<file path="config.mk">
export PLATFORM = sky130hd
export DESIGN_NAME = bpred_resolve
export DESIGN_NICKNAME = d
export VERILOG_FILES = /design/src/rtl/bpred_pkg.sv /design/src/rtl/bpred_queue.sv /design/src/rtl/bpred_resolve.sv
export SDC_FILE = /design/constraint.sdc
export NUM_CORES = 1
export LEC_CHECK = 0
export ABC_AREA = 1
export CELL_PAD_IN_SITES_DETAIL_PLACEMENT = 1
export CELL_PAD_IN_SITES_GLOBAL_PLACEMENT = 1
export CORE_AREA = 2 2 239 241
export CTS_CLUSTER_DIAMETER = 200
export DETAILED_ROUTE_END_ITERATION = 8
export DIE_AREA = 0 0 241 243
export PLACE_DENSITY = 0.81
export SLEW_MARGIN = 20
export SYNTH_ARGS = -nofsm -noshare
export SYNTH_HDL_FRONTEND = slang
export SYNTH_SLANG_ARGS = --single-unit
</file>
<file path="constraint.sdc">
create_clock -name CLK -period 6.5 [get_ports CLK]
set_input_delay 1.3 -clock CLK [delete_from_list [all_inputs] [get_ports CLK]]
set_output_delay 1.3 -clock CLK [all_outputs]
set_load 0.02 [all_outputs]
</file>
<file path="src/rtl/bpred_pkg.sv">
// Shared branch-queue entry type and the mispredict compare used on the resolve path.
package bpred_pkg;

    localparam int AW_DEFAULT = 32;

    typedef struct packed {
        logic [AW_DEFAULT-1:0] neip;
        logic                  pred_taken;
        logic [AW_DEFAULT-1:0] pred_target;
        logic                  pred_hit;
    } bq_entry_t;

    // A BTB miss is treated as a not-taken prediction.
    function automatic logic is_mispredict(
        input bq_entry_t             e,
        input logic                  res_taken,
        input logic [AW_DEFAULT-1:0] res_target
    );
        logic eff_taken;
        eff_taken = e.pred_hit & e.pred_taken;
        return (eff_taken != res_taken) ||
               (eff_taken && res_taken && (e.pred_target != res_target));
    endfunction

endpackage

</file>
<file path="src/rtl/bpred_queue.sv">
// In-order circular FIFO with occupancy count and a flush that discards everything left after a pop.
module bpred_queue #(
    parameter int DEPTH = 8,
    parameter int W     = 66
)(
    input  logic                   CLK,
    input  logic                   reset,
    input  logic                   enq_valid,
    output logic                   enq_ready,
    input  logic [W-1:0]           enq_data,
    input  logic                   deq,
    output logic                   deq_ready,
    output logic [W-1:0]           deq_data,
    input  logic                   flush,
    output logic [$clog2(DEPTH):0] occupancy
);

    localparam int PW = $clog2(DEPTH);
    localparam int CW = PW + 1;
    localparam logic [CW-1:0] FULL_COUNT = CW'(DEPTH);

    logic [W-1:0]    mem [DEPTH];
    logic [PW-1:0]   head_reg;
    logic [PW-1:0]   tail_reg;
    logic [PW-1:0]   head_next;
    logic [CW-1:0]   count_reg;
    logic            push;
    logic            pop;

    assign enq_ready = (count_reg != FULL_COUNT);
    assign deq_ready = (count_reg != '0);
    assign occupancy = count_reg;
    assign deq_data  = mem[head_reg];

    // A flush also drops a same-cycle enqueue: it belongs to the wrong path.
    assign push      = enq_valid & enq_ready & ~flush;
    assign pop       = deq & deq_ready;
    assign head_next = head_reg + PW'(pop);

    always_ff @(posedge CLK) begin
        if (reset) begin
            head_reg  <= '0;
            tail_reg  <= '0;
            count_reg <= '0;
        end else begin
            head_reg <= head_next;
            if (flush) begin
                tail_reg  <= head_next;
                count_reg <= '0;
            end else begin
                tail_reg  <= tail_reg + PW'(push);
                count_reg <= count_reg + CW'(push) - CW'(pop);
            end
        end
    end

    always_ff @(posedge CLK) begin
        if (push) begin
            mem[tail_reg] <= enq_data;
        end
    end

endmodule

</file>
<file path="src/rtl/bpred_resolve.sv">
// Pops predicted branches in order, compares against execute's outcome and drives bpred update + fetch redirect.
// Optional counters: define BPRED_RESOLVE_STATS_EN to add stat_branches / stat_mispreds.
module bpred_resolve
    import bpred_pkg::*;
#(
    parameter int DEPTH = 8,
    parameter int AW    = AW_DEFAULT
)(
    input  logic                   CLK,
    input  logic                   reset,
    input  logic                   enq_valid,
    output logic                   enq_ready,
    input  logic [AW-1:0]          enq_neip,
    input  logic                   enq_pred_taken,
    input  logic [AW-1:0]          enq_pred_target,
    input  logic                   enq_pred_hit,
    input  logic                   res_valid,
    output logic                   res_ready,
    input  logic                   res_taken,
    input  logic [AW-1:0]          res_target,
    output logic [AW-1:0]          update_neip,
    output logic [AW-1:0]          update_target,
    output logic                   update_taken,
    output logic                   update_mispred,
    output logic                   update_valid,
    output logic                   redirect_valid,
    output logic [AW-1:0]          redirect_pc,
    output logic [$clog2(DEPTH):0] occupancy
`ifdef BPRED_RESOLVE_STATS_EN
    ,
    output logic [31:0]            stat_branches,
    output logic [31:0]            stat_mispreds
`endif
);

    bq_entry_t enq_entry;
    bq_entry_t head_entry;
    logic      fire;
    logic      mispred;

    logic [AW-1:0] update_neip_reg;
    logic [AW-1:0] update_target_reg;
    logic          update_taken_reg;
    logic          update_mispred_reg;
    logic          update_valid_reg;
    logic          redirect_valid_reg;
    logic [AW-1:0] redirect_pc_reg;

    assign enq_entry = '{neip: enq_neip, pred_taken: enq_pred_taken,
                         pred_target: enq_pred_target, pred_hit: enq_pred_hit};

    bpred_queue #(
        .DEPTH (DEPTH),
        .W     ($bits(bq_entry_t))
    ) u_queue (
        .CLK       (CLK),
        .reset     (reset),
        .enq_valid (enq_valid),
        .enq_ready (enq_ready),
        .enq_data  (enq_entry),
        .deq       (res_valid),
        .deq_ready (res_ready),
        .deq_data  (head_entry),
        .flush     (fire & mispred),
        .occupancy (occupancy)
    );

    assign fire    = res_valid & res_ready;
    assign mispred = is_mispredict(head_entry, res_taken, res_target);

    // Correctly predicted not-taken branches carry no new information for bpred.
    always_ff @(posedge CLK) begin
        if (reset) begin
            update_neip_reg    <= '0;
            update_target_reg  <= '0;
            update_taken_reg   <= 1'b0;
            update_mispred_reg <= 1'b0;
            update_valid_reg   <= 1'b0;
            redirect_valid_reg <= 1'b0;
            redirect_pc_reg    <= '0;
        end else begin
            update_valid_reg   <= fire & (mispred | res_taken);
            redirect_valid_reg <= fire & mispred;
            if (fire) begin
                update_neip_reg    <= head_entry.neip;
                update_target_reg  <= res_target;
                update_taken_reg   <= res_taken;
                update_mispred_reg <= mispred;
                redirect_pc_reg    <= res_taken ? res_target : head_entry.neip;
            end
        end
    end

    assign update_neip    = update_neip_reg;
    assign update_target  = update_target_reg;
    assign update_taken   = update_taken_reg;
    assign update_mispred = update_mispred_reg;
    assign update_valid   = update_valid_reg;
    assign redirect_valid = redirect_valid_reg;
    assign redirect_pc    = redirect_pc_reg;

`ifdef BPRED_RESOLVE_STATS_EN
    logic [31:0] stat_branches_reg;
    logic [31:0] stat_mispreds_reg;

    always_ff @(posedge CLK) begin
        if (reset) begin
            stat_branches_reg <= '0;
            stat_mispreds_reg <= '0;
        end else begin
            if (fire && (stat_branches_reg != '1)) begin
                stat_branches_reg <= stat_branches_reg + 32'd1;
            end
            if (fire && mispred && (stat_mispreds_reg != '1)) begin
                stat_mispreds_reg <= stat_mispreds_reg + 32'd1;
            end
        end
    end

    assign stat_branches = stat_branches_reg;
    assign stat_mispreds = stat_mispreds_reg;
`endif

endmodule

</file>
==> impl_results.md <==
- H-tree depth: 3
- Final Max Tran Viols: 0
- Routed vias: 19200
- R2R Path Start: u_queue.head_reg[1]
- Dpl hpwl: 52500 um
- Initial core utilization: 0.456
- DR WL/cell: 25.8 um
- Post-synthesis simple-gate area fraction: 0.168
- Slowest-stage cell, CP: dfxtp_4
- Setup Crit Path Kind: reg -> reg
- Post-layout nets: 2617
- Syn_nets: approximately 2400
- GRT Total Usage: 0.289
- Yosys cell types: 30
- HP Class: reg -> reg
- Buf/Inv on CP: 3
- Netlist Area Pre-Place: 25500 um^2
- Largest register FFs: 528
- Resized Gates After CTS: 0
- Vias in the first global route: 19900
- Root buf cell: clkbuf_16
- Die width: ~240 um
- DR DRC count: 0
- Design Power: roughly 13 mW
- Crit start category: flip-flop
- Critical path launch point: u_queue.head_reg[1]
- Top-Level Pins: 209
- # hold bufs at CTS: 0
- Total Wirelength: 85400 um
- Initial antenna violation count: 8
- Filler Cell Count: 5883
- Global-route wire length before repair: approximately 130000 um
- Fmax: 194 MHz
- Lkg Pwr: 11.4 nW
- Layout cell share with drive strength beyond 1: 0.0604
- Xor-xnor portion of the synthesized cell area: 0.00103
- Clock Latency Late Sink: a little over 0.6 ns
- Final antenna-violating net count: 0
- Pre-Repair DR Iteration Count: 5
- Core Rows: 87
- Result of the run: completed
- Critical Path Sink Type: flip-flop
- DIE HEIGHT: between 200 and 250 um
- Core area: 56000 um^2
- Synth Area in Compound Gates: 0.0743
- TritonCTS clock tree: built
- Main combinational cell family by area after synthesis: simple AND/OR/NAND/NOR gates
- Max_cap viols: 0
- Max clock buf depth: 3
- Syn Inst Count: 2323
- Global placement routability congestion: 0.847
- Max incr delay on CP: between 0.8 and 0.9 ns
- CP Cell Sequence: inv_4, buf_4, nand3_1, nand3_1, nand2_1, nand2_1, nand2_1, nand2_1, nor2_1, nand2_1, nor2_1, nand2_1, nand2_1, nand2_1, nand2_4, nand3_4, nor2_4, buf_4
- Slew @ Worst Pin: 1.04 ns
- Yosys warns: 0
- Mux contribution to synthesized area: 0
- Most common cell after layout, fill and taps aside: nand2_1
- Top reg by flops: u_queue.mem
- Setup-failing EPs final: 0
- Port-buffer cells: 208
- Period utilization: 0.795
- Seq/Total Area, Yosys: 0.707
- Max_slew headroom: 0.298
- TritonCTS Buffers: 68
- Initial DRC Count: 1850
- Post-synthesis adder-cell area fraction: 0.00667
- Top_reg_cell synth: edfxtp_1
- Die area: between 50000 and 60000 um^2
- Min cycle time layout: around 5.2 ns
- Final Hold Fails: 0
- Worst Skew: 0.0248 ns
- Register Area: 18100 um^2
- Mapped Avg Cell Area: 11.0 um^2
- Vias per cell: 5.81
- Commonest non-fill, non-tap cells in the layout: 550 x nand2_1, 528 x edfxtp_1, 257 x nor2_1, 218 x nand3_1, 207 x clkdlybuf4s50_1
- Largest net degree at the start of global routing: approximately 190
- PwrDens: 420 nW/um^2
- GRT overflow: 0
- Number of synthesized register bits: 638
- Clk pin slew, worst setup/hold paths: 0.06 ns
- Post-DP Area: 28300 um^2
- Min-delay src: update_neip[14]
- Clock sinks: around 640
- Crit path top cell by count: nand2_1
- Area grow syn2layout: 19.5%
- Final setup TNS: 0 ns
- CP max FO: 70
- Multi-input logic area: 6440 um^2
- Crit path arrival time: 5.41 ns
- Worst vdd ir: 0.000369 V
- Final Cell Area: roughly 30000 um^2
- RSZ-0062 raised after global routing: false
- Crit path max-delay family: simple AND/OR/NAND/NOR gates
- Setup Buffers After CTS: 0
- Critical Path RT: 6.75 ns
- EDFF count, synth: roughly 530
- Asr flop ratio synth: 0
worst register-to-register path, cell delays in order (launching register included):
cell and delay (ns):
dfxtp_4 0.87, inv_4 0.59, buf_4 0.52, nand3_1 0.17
nand3_1 0.11, nand2_1 0.11, nand2_1 0.06, nand2_1 0.13
nand2_1 0.08, nor2_1 0.10, nand2_1 0.07, nor2_1 0.13
nand2_1 0.08, nand2_1 0.06, nand2_1 0.09, nand2_4 0.13
nand3_4 0.26, nor2_4 0.70, buf_4 0.53
final timing paths:
check | end | cells after the start | slack [ns]
worst max-delay path | u_queue.mem[7][29] | 18 | 1.33
worst min-delay path | update_neip[14] | 2 | 0.47
worst max register to register | u_queue.mem[7][29] | 18 | 1.33
worst min register to register | update_neip[14] | 2 | 0.47
synthesized netlist by cell type, types with 2 or more instances:
cell,instances,share of area
inv_1,127,0.019
o21ai_0,190,0.037
ha_1,12,0.0059
xnor2_1,2,0.00069
buf_2,36,0.0071
edfxtp_1,528,0.62
buf_4,12,0.0035
nand3b_1,11,0.0032
nand2_1,552,0.081
nand3_1,218,0.043
o22ai_1,36,0.0088
clkbuf_1,69,0.010
nor2_1,265,0.039
a21oi_1,80,0.016
o21ai_1,12,0.0024
a31oi_1,8,0.0020
buf_1,16,0.0024
o211ai_1,28,0.0082
dfxtp_1,110,0.086
layer usage:
layer,vias up,global-route usage,share of wire
met5,-,0,0.00052
met4,6,0.131,0.040
met3,186,0.0500,0.087
met2,998,0.472,0.48
met1,9690,0.378,0.39
li1,8350,-,-
kinds of logic after synthesis:
group / after synthesis
adder cells (fa/ha/maj): 13
AO/OA/AOI/OAI: 354
AND/OR/NAND/NOR: 1051
XOR/XNOR: 3
flip-flops: 638
buffers and inverters: 264
through the flow:
stage	hold slack, ns	setup slack (ns)	std cells	utilization
2_1_floorplan	0.538	0.763	2323	-
3_3_place_gp	0.459	1.51	3187	0.506
3_5_place_dp	0.458	1.46	3187	0.506
4_1_cts	0.477	1.46	3307	0.545
5_1_grt	0.501	1.13	3309	0.545
6_report	0.471	1.33	3309	0.545
final cells by class:
class | instances | area share
flip-flops and latches | 638 | 0.592
multi-input cells | 1421 | 0.211
repair buffers | 242 | 0.0777
clock buffers | 100 | 0.0669
well taps | 756 | 0.0310
inverters | 130 | 0.0163
clock inverters | 20 | 0.00427
diodes | 2 | 0.000164
power breakdown:
group | total [mW] | switching (mW) | internal (mW)
Sequential | 5.27 | 0.288 | 4.98
Clock | 3.81 | 1.60 | 2.21
Combinational | 3.71 | 2.59 | 1.12
Note: power is estimated with default switching activity, not from simulation.
